File: config.mk
export PLATFORM = sky130hd
export DESIGN_NAME = core_sequencer
export DESIGN_NICKNAME = d
export VERILOG_FILES = /design/src/rtl/protocore_pkg.sv /design/src/rtl/core_sequencer_pc_unit.sv /design/src/rtl/core_sequencer.sv
export SDC_FILE = /design/constraint.sdc
export NUM_CORES = 1
export LEC_CHECK = 0
export ABC_CLOCK_PERIOD_IN_PS = 2200
export CAP_MARGIN = 5
export CORE_ASPECT_RATIO = 1.25
export CORE_MARGIN = 1.5
export CORE_UTILIZATION = 44
export CTS_CLUSTER_DIAMETER = 100
export DETAILED_ROUTE_END_ITERATION = 7
export GPL_ROUTABILITY_DRIVEN = 0
export PLACE_DENSITY = 0.8
export SLEW_MARGIN = 40
export SYNTH_ARGS = -nofsm -noshare
export SYNTH_HDL_FRONTEND = slang
export SYNTH_SLANG_ARGS = --single-unit
File: constraint.sdc
create_clock -name clk -period 2.2 [get_ports clk]
set_input_delay 0.33 -clock clk [delete_from_list [all_inputs] [get_ports clk]]
set_output_delay 0.33 -clock clk [all_outputs]
set_load 0.02 [all_outputs]
File: src/rtl/protocore_pkg.sv
// ---------------------------------------------------------------------------
// protocore_pkg
// Shared definitions for the ProtoCore control path: the sequencer state
// encoding, the opcode values the sequencer itself cares about and the
// instruction word width.
// ---------------------------------------------------------------------------
package protocore_pkg;

  localparam int INSTR_W = 24;

  // Only the opcodes that change the sequencer's own flow live here; every
  // other opcode is the decoder's business.
  localparam logic [3:0] OP_LOAD  = 4'hA;
  localparam logic [3:0] OP_STORE = 4'hB;
  localparam logic [3:0] OP_HALT  = 4'hF;

  typedef enum logic [2:0] {
    FETCH,
    DECODE,
    EXECUTE,
    MEM,
    WB,
    HALTED
  } state_t;

  // True for the opcodes that need a data-memory access before writeback.
  function automatic logic isMemOp(input logic [3:0] op);
    return (op == OP_LOAD) || (op == OP_STORE);
  endfunction

endpackage

File: src/rtl/core_sequencer_pc_unit.sv
// ---------------------------------------------------------------------------
// pc_unit
// Program counter register for the ProtoCore sequencer. Holds the PC,
// selects between the sequential successor and the decoder-supplied jump
// target, and reloads RESET_PC on reset.
//
// Ports
//   clk          core clock, rising edge
//   rst_n        asynchronous active-low reset
//   i_load       update the PC this cycle (writeback cycle only)
//   i_overwrite  take i_target instead of pc+1
//   i_target     8-bit jump target from the ALU
//   o_pc         current program counter
// ---------------------------------------------------------------------------
module pc_unit #(
  parameter int              PC_W     = 8,
  parameter logic [PC_W-1:0] RESET_PC = '0
) (
  input  logic            clk,
  input  logic            rst_n,
  input  logic            i_load,
  input  logic            i_overwrite,
  input  logic [7:0]      i_target,
  output logic [PC_W-1:0] o_pc
);

  logic [PC_W-1:0] r_pc;
  logic [PC_W-1:0] w_target;
  logic [PC_W-1:0] w_next;

  // The ALU is always 8 bits wide, so the jump target is zero-extended for
  // wider PCs and keeps only its low bits for narrower ones.
  generate
    if (PC_W > 8) begin : g_extend
      assign w_target = {{(PC_W-8){1'b0}}, i_target};
    end else if (PC_W == 8) begin : g_same
      assign w_target = i_target;
    end else begin : g_truncate
      assign w_target = i_target[PC_W-1:0];
    end
  endgenerate

  // The sequential successor wraps naturally at the top of the address space.
  assign w_next = i_overwrite ? w_target : (r_pc + PC_W'(1));

  // PC register: only moves when the sequencer says this is the writeback
  // cycle, so decoder jump requests in any other cycle are ignored.
  always_ff @(posedge clk or negedge rst_n) begin
    if (!rst_n) begin
      r_pc <= RESET_PC;
    end else if (i_load) begin
      r_pc <= w_next;
    end
  end

  assign o_pc = r_pc;

endmodule

File: src/rtl/core_sequencer.sv
// ---------------------------------------------------------------------------
// core_sequencer
// Multi-cycle control FSM for the ProtoCore datapath. Fetches 24-bit
// instruction words over a req/ack port into the instruction register,
// presents the IR to the decoder, runs an optional data-memory access for
// load/store, then retires the instruction in a single writeback cycle where
// the register-file write and the PC update take effect.
//
// Ports
//   clk, rst_n         core clock / asynchronous active-low reset
//   imem_req           instruction fetch request (registered)
//   imem_addr          fetch address, always equal to pc
//   imem_ack           fetch complete, imem_rdata valid in the same cycle
//   imem_rdata         fetched instruction word
//   instruction        IR contents towards the decoder
//   dec_write_en       decoder register-write request
//   dec_halt           decoder HALT indication
//   dec_pc_overwrite   decoder jump / branch-taken
//   alu_result         ALU output, used as the jump target
//   rf_write_en        register-file write strobe, writeback cycle only
//   dmem_req           data memory request (load/store)
//   dmem_we            1 = store, 0 = load; valid while dmem_req
//   dmem_ack           data access complete
//   pc                 current program counter
//   halted             core has executed HALT
//   retired_count      saturating count of retired instructions
// ---------------------------------------------------------------------------
module core_sequencer
  import protocore_pkg::*;
#(
  parameter int              PC_W     = 8,
  parameter logic [PC_W-1:0] RESET_PC = '0,
  parameter int              CNT_W    = 16
) (
  input  logic               clk,
  input  logic               rst_n,
  output logic               imem_req,
  output logic [PC_W-1:0]    imem_addr,
  input  logic               imem_ack,
  input  logic [INSTR_W-1:0] imem_rdata,
  output logic [INSTR_W-1:0] instruction,
  input  logic               dec_write_en,
  input  logic               dec_halt,
  input  logic               dec_pc_overwrite,
  input  logic [7:0]         alu_result,
  output logic               rf_write_en,
  output logic               dmem_req,
  output logic               dmem_we,
  input  logic               dmem_ack,
  output logic [PC_W-1:0]    pc,
  output logic               halted,
  output logic [CNT_W-1:0]   retired_count
);

  state_t             r_state;
  logic [INSTR_W-1:0] r_ir;
  logic [CNT_W-1:0]   r_retired;
  logic               r_imemReq;
  logic               r_dmemReq;
  logic               r_dmemWe;
  logic               r_wbStrobe;
  logic               r_halted;

  logic [3:0]         w_opcode;
  logic               w_pcLoad;
  logic [PC_W-1:0]    w_pc;

  assign w_opcode = r_ir[INSTR_W-1:INSTR_W-4];
  assign w_pcLoad = (r_state == WB);

  pc_unit #(
    .PC_W     (PC_W),
    .RESET_PC (RESET_PC)
  ) u_pcUnit (
    .clk         (clk),
    .rst_n       (rst_n),
    .i_load      (w_pcLoad),
    .i_overwrite (dec_pc_overwrite),
    .i_target    (alu_result),
    .o_pc        (w_pc)
  );

  // Main sequencer. State, IR, retired counter and all request/status
  // outputs are updated together here so every output is a flop.
  // imem_req is low in the first cycle after reset release and only an ack
  // seen while the request flop is high is accepted, which is what makes a
  // stale ack straddling reset harmless. r_wbStrobe marks the writeback
  // cycle; it is set on the edge that enters WB and cleared on the edge that
  // leaves it.
  always_ff @(posedge clk or negedge rst_n) begin
    if (!rst_n) begin
      r_state    <= FETCH;
      r_ir       <= '0;
      r_retired  <= '0;
      r_imemReq  <= 1'b0;
      r_dmemReq  <= 1'b0;
      r_dmemWe   <= 1'b0;
      r_wbStrobe <= 1'b0;
      r_halted   <= 1'b0;
    end else begin
      r_wbStrobe <= 1'b0;
      case (r_state)
        FETCH: begin
          if (r_imemReq && imem_ack) begin
            r_ir      <= imem_rdata;
            r_imemReq <= 1'b0;
            r_state   <= DECODE;
          end else begin
            r_imemReq <= 1'b1;
          end
        end
        DECODE: begin
          r_state <= EXECUTE;
        end
        EXECUTE: begin
          if (dec_halt) begin
            r_halted <= 1'b1;
            r_state  <= HALTED;
          end else if (isMemOp(w_opcode)) begin
            r_dmemReq <= 1'b1;
            r_dmemWe  <= (w_opcode == OP_STORE);
            r_state   <= MEM;
          end else begin
            r_wbStrobe <= 1'b1;
            r_state    <= WB;
          end
        end
        MEM: begin
          if (dmem_ack) begin
            r_dmemReq  <= 1'b0;
            r_dmemWe   <= 1'b0;
            r_wbStrobe <= 1'b1;
            r_state    <= WB;
          end
        end
        WB: begin
          // Saturate rather than wrap so a long run never looks like a reset.
          if (r_retired != {CNT_W{1'b1}}) begin
            r_retired <= r_retired + CNT_W'(1);
          end
          r_imemReq <= 1'b1;
          r_state   <= FETCH;
        end
        HALTED: begin
          r_state <= HALTED;
        end
        default: begin
          r_imemReq <= 1'b0;
          r_dmemReq <= 1'b0;
          r_dmemWe  <= 1'b0;
          r_state   <= FETCH;
        end
      endcase
    end
  end

  // The write strobe is the registered writeback-cycle marker qualified by
  // the decoder's request in that same cycle, so dec_write_en presented in
  // any other state can never reach the register file.
  assign rf_write_en   = r_wbStrobe & dec_write_en;

  assign imem_req      = r_imemReq;
  assign imem_addr     = w_pc;
  assign instruction   = r_ir;
  assign dmem_req      = r_dmemReq;
  assign dmem_we       = r_dmemWe;
  assign pc            = w_pc;
  assign halted        = r_halted;
  assign retired_count = r_retired;

endmodule

# Word level (Yosys, flattened, before mapping)
# Index checks and enable logic that the tools add are counted.
dict set report op_classes {
  mux 19
  reduce_logical 10
  bitwise 2
  n_eq_ne 12
  addsub 2
}
# op count
set ops {}
lappend ops {{$add A16 B1 Y16 const B} 1}
lappend ops {{$ne A16 B16 Y1 const B} 1}
lappend ops {{$pmux W3 S5} 1}
lappend ops {{$mux W3} 4}
lappend ops {{$mux W1} 9}
lappend ops {{$pmux W1 S3} 3}
lappend ops {{$add A8 B1 Y8 const B} 1}
lappend ops {{$eq A4 B4 Y1 const B} 2}
lappend ops {{$mux W8} 1}
lappend ops {{$ne A2 B2 Y1 const B} 4}
lappend ops {{$reduce_and A2 Y1} 4}
lappend ops {{$reduce_or A4 Y1} 2}
lappend ops {{$eq A3 B2 Y1 const B} 2}
lappend ops {{$eq A3 B3 Y1 const B} 2}
lappend ops {{$reduce_and A4 Y1} 1}
lappend ops {{$eq A3 B1 Y1 const B} 1}
lappend ops {{$logic_not A3 Y1} 1}
lappend ops {{$pmux W1 S2} 1}
lappend ops {{$and A1 B1 Y1} 1}
lappend ops {{$logic_and A1 B1 Y1} 1}
lappend ops {{$logic_or A1 B1 Y1} 1}
lappend ops {{$not A1 Y1} 1}
dict set report word_totals {
  ff_bits 56
  output_inout_bits 61
  wordCells 54
}

# Logic depth before layout (Yosys ltp)
dict set report logic_depth {
  word_depth 5
  ltp_mapped 6
}

# Modules after synthesis
# From an unflattened synthesis, not the netlist that was laid out.
dict set report hier_totals {
  hier_cells 231
  hier_area_um2 2681.3
}
# mod instances area_per_inst_um2 seq_area_each_um2 cells_each
set by_module_without_submodules {}
lappend by_module_without_submodules {core_sequencer 1 2157.1 1201.2 174}
lappend by_module_without_submodules {pc_unit 1 524.3 200.2 57}

# Worst setup path before layout
# Ideal clock, no wire load.
dict set report synth_path {
  path_kind {flip-flop to flip-flop}
  startpoint {register r_state[2]}
  endpoint {register r_ir[0] (netlist: instruction[0])}
  required_time_ps 2075
  path_stages_with_launch 5
  setup_slack_ps 469
  arrival_time_ps 1606
  n_path_buf 2
  cell_sequence {dfrtp_1 -> clkbuf_1 -> nor4_4 -> buf_2 -> mux2_2}
}
dict set report synth_via {
  elab_chain_len 2
}
# item line
set synth_lines {}
lappend synth_lines {{from (decl)} core_sequencer.sv:55} ;# state_t r_state;
lappend synth_lines {{from (signal assigned)} core_sequencer.sv:92} ;# r_state <= FETCH;
lappend synth_lines {{from (signal assigned)} core_sequencer.sv:107} ;# r_state <= DECODE;
lappend synth_lines {{from (signal assigned)} core_sequencer.sv:113} ;# r_state <= EXECUTE;
lappend synth_lines {{$logic_not A3 Y1} core_sequencer.sv:102} ;# case (r_state)
lappend synth_lines {{$reduce_and A2 Y1 (no source line)} -}
lappend synth_lines {{to (signal assigned)} core_sequencer.sv:105} ;# r_ir <= imem_rdata;
lappend synth_lines {{to (decl)} core_sequencer.sv:56} ;# logic [INSTR_W-1:0] r_ir;
# Every way passes these cells.
# A chain may end at the register's enable or synchronous reset.

# Worst setup path in the final report
dict set report layout_path {
  startpoint {register r_retired[11] (netlist: retired_count[11])}
  endpoint {register r_retired[1] (netlist: retired_count[1])}
}
dict set report layout_via {
  elab_chain_len 2
}
# item line
set layout_lines {}
lappend layout_lines {{from (decl)} core_sequencer.sv:57} ;# logic [CNT_W-1:0] r_retired;
lappend layout_lines {{from (signal assigned)} core_sequencer.sv:139} ;# r_retired <= r_retired + CNT_W'(1);
lappend layout_lines {{$ne A16 B16 Y1} core_sequencer.sv:138} ;# if (r_retired != {CNT_W{1'b1}}) begin
lappend layout_lines {{$reduce_and A2 Y1 (no source line)} -}
# Every way passes these cells.

==> results.cfg <==
[run_status]
status = completed

[setup_path]
start_kind = flop
worstPathMaxFanout = 10
r2r_cells = 5
criticalPathCategory = flop to flop
cp.required_ns = 2.40
reg2reg_to = retired_count[1]
worstPathArrival_ns = 2.04
r2r-start = retired_count[11]
reg2reg_slack_ns = 0.35
end_kind = flop

[synth]
synth-edff-count = 0
synth_area_per_cell_um2 = 11.3
synth_simple_gate_area_share_pct = 16.5
synth_area_um2 = 2650
synthAdderAreaFrac_pct = 0.945
muxShareOfSynthArea_pct = 11.4
yosys_warnings = 0
synth_xor_area_share_pct = 4.96
synth_cell_types = 45
synth-seq-cells = 56
synthesis.nets = 276
synth_largest_area_cell = dfrtp_1
synth_top_area_share_pct = 52.9
synth_compound_area_share_pct = 8.50
syn_inst = 235
synthFlopType = dfrtp_1
ys_seq_area_share_pct = 52.9
ys_async_sr_fraction_pct = 100
synth_area_leaders = dfrtp_1, mux2_2, xor2_1, o21ai_0, buf_4
synth_top_family_by_area = simple AND/OR/NAND/NOR gates

[detailed_routing]
dr.pass1.iters = 4
wl_per_cell_um = 14.7
routed_wl_um = 5850
drc = 0
routed_via_density = 5.33
vias = 2120
first_iter_violations = 146
antenna_left = 0

[min_path]
min_path_type = flop to flop
holdCritStartpoint = retired_count[14]
whs_path_depth = 1
min_to = retired_count[14]

[clocking]
cts_buffers = 5
cts_tree = yes
clock_path_buffers = 2
post-cts-setup-buffers = 0
clk_latency_ns = 0.30
cts_sinks = 56
h-tree-depth = 2
cts.repair.resized = 0
path_clk_slew_ns = 0.10
clockRootBuffer = clkbuf_8
hold_buffers = 1

[layout]
drive_above_1_share_pct = 14.8
synthToLayoutAreaGrowth_pct = 42.1
nFillCells = 493
post-route-util_pct = 64.7
n_antenna_cell = 0
multiInputGateArea_um2 = 1120
final_cell_area_um2 = 3760
seqCellArea_um2 = 1400
layout_common_cells = clkdlybuf4s50_1, dfrtp_1, mux2_2
finalNetCount = 373
layout_commonest_cell = clkdlybuf4s50_1

[timing]
min_period_over_period_pct = 84.1
layout_setup_ws_ns = 0.350
period_needed_ns = 1.85
maxSlewViolCount = 0
fmax_ghz = 0.541
finClkSkew_ns = 0.00651
hold_viol = 0
worst_pin_slew_ns = 0.642
hold_slack_ns = 0.511
rsz0062_at_grt = no
finalSetupViolCount = 0
relSlewSlack_pct = 57.0
tns_ns = 0

[pwr]
vdd_drop_max_v = 0.000745
p_leak_nw = 1.57
p_per_area_nw_per_um2 = 1290

[global_routing]
grt_max_degree = 38
grt_usage_pct = 18.5
grt_pass1_wl_um = 9760
grt-ovfl-total = 0
antenna_found_initial = 0
grt_pass1_vias = 2076

[placed_design]
place_area_um2 = 3680
place_ws_ns = 0.311
portBuffers = 99
dpl.hpwl_um = 4360

[floorplan]
dieHeight_um = 89.7
core-area_um2 = 5820
dieWidth_um = 72.4
initial_utilization_pct = 45.5
io_pins = 100
dieArea_um2 = 6500
rows = 31

[flow_run]
maxCapViolCount = 0
-- logic make-up after synthesis --
kind of cell,after synthesis
DFF,56
muxes,27
AOI/OAI and AO/OA,38
buffers and inverters,22
xor gates and xnor gates,15
adders and majority gates,2
and+or+nand+nor,75
-- metrics by stage --
stage | power [W] | std cells
after floorplan | 0.00326 | 235
after global placement | 0.00431 | 390
after detailed placement | 0.00438 | 390
after CTS | 0.00493 | 398
after global routing | 0.00518 | 398
final | 0.00487 | 398
-- power breakdown --
group / internal (W) / switching (W)
clock: 0.000218 / 0.000312
sequential: 0.00143 / 0.000332
combinational: 0.00133 / 0.00125
total: 0.00298 / 0.00189
-- routing by layer --
layer / share of wire, % / global-route usage [%] / vias to the layer above
li1: - / - / 1023
met1: 41 / 23.3 / 1026
met2: 52 / 31.0 / 66
met3: 5.8 / 4.15 / 5
met4: 0.87 / 5.97 / 0
met5: 0 / 0 / -
-- flip-flops by register name (all words and copies together), names as in the netlist --
signal,count
halted,1
dmem_req,1
u_pcUnit.o_pc,8
dmem_we,1
imem_req,1
r_state,3
instruction,24
r_wbStrobe,1
retired_count,16
-- layout make-up --
class	instances	area share (%)
flip-flops and latches	56	37.2
well taps	66	2.19
clock inverters	1	0.133
inverters	4	0.399
clock buffers	6	1.93
multi-input cells	157	29.7
repair buffers	108	28.4
-- synthesized netlist by cell type, types with 2 or more instances --
cell and instances:
a21oi_1 10, a31o_2 2, a31oi_1 2, and2_1 2
buf_2 3, buf_4 9, clkbuf_1 5, dfrtp_1 56
ha_1 2, inv_1 4, mux2_2 24, mux2i_1 2
nand2_1 16, nand2b_1 3, nand3_1 5, nand4_1 6
nor2_1 13, nor3_1 7, nor4_1 7, nor4_2 2
nor4b_1 2, o21a_1 2, o21ai_0 14, o22ai_1 2
or2_2 2, xnor2_1 2, xor2_1 13
-- worst max-delay path by stage --
stage                      start                to  slack, ns  depth (start not counted)
3_3_place_gp            imem_ack    instruction[7]       0.36                          5
2_1_floorplan         r_state[2]    instruction[0]       0.47                          4
6_report       retired_count[11]  retired_count[1]       0.35                          5
3_5_place_dp            imem_ack   instruction[18]       0.31                          5
5_1_grt         retired_count[0]  retired_count[1]       0.22                          6
4_1_cts        retired_count[11]  retired_count[1]       0.34                          5
-- worst max-delay path, stage by stage, from the launching register on --
cell and delay (ns):
dfrtp_1 0.48, nand4_1 0.23, nor4_2 0.44, buf_4 0.24, nor2_1 0.08, mux2_2 0.28
(Power assumes the default switching activity.)
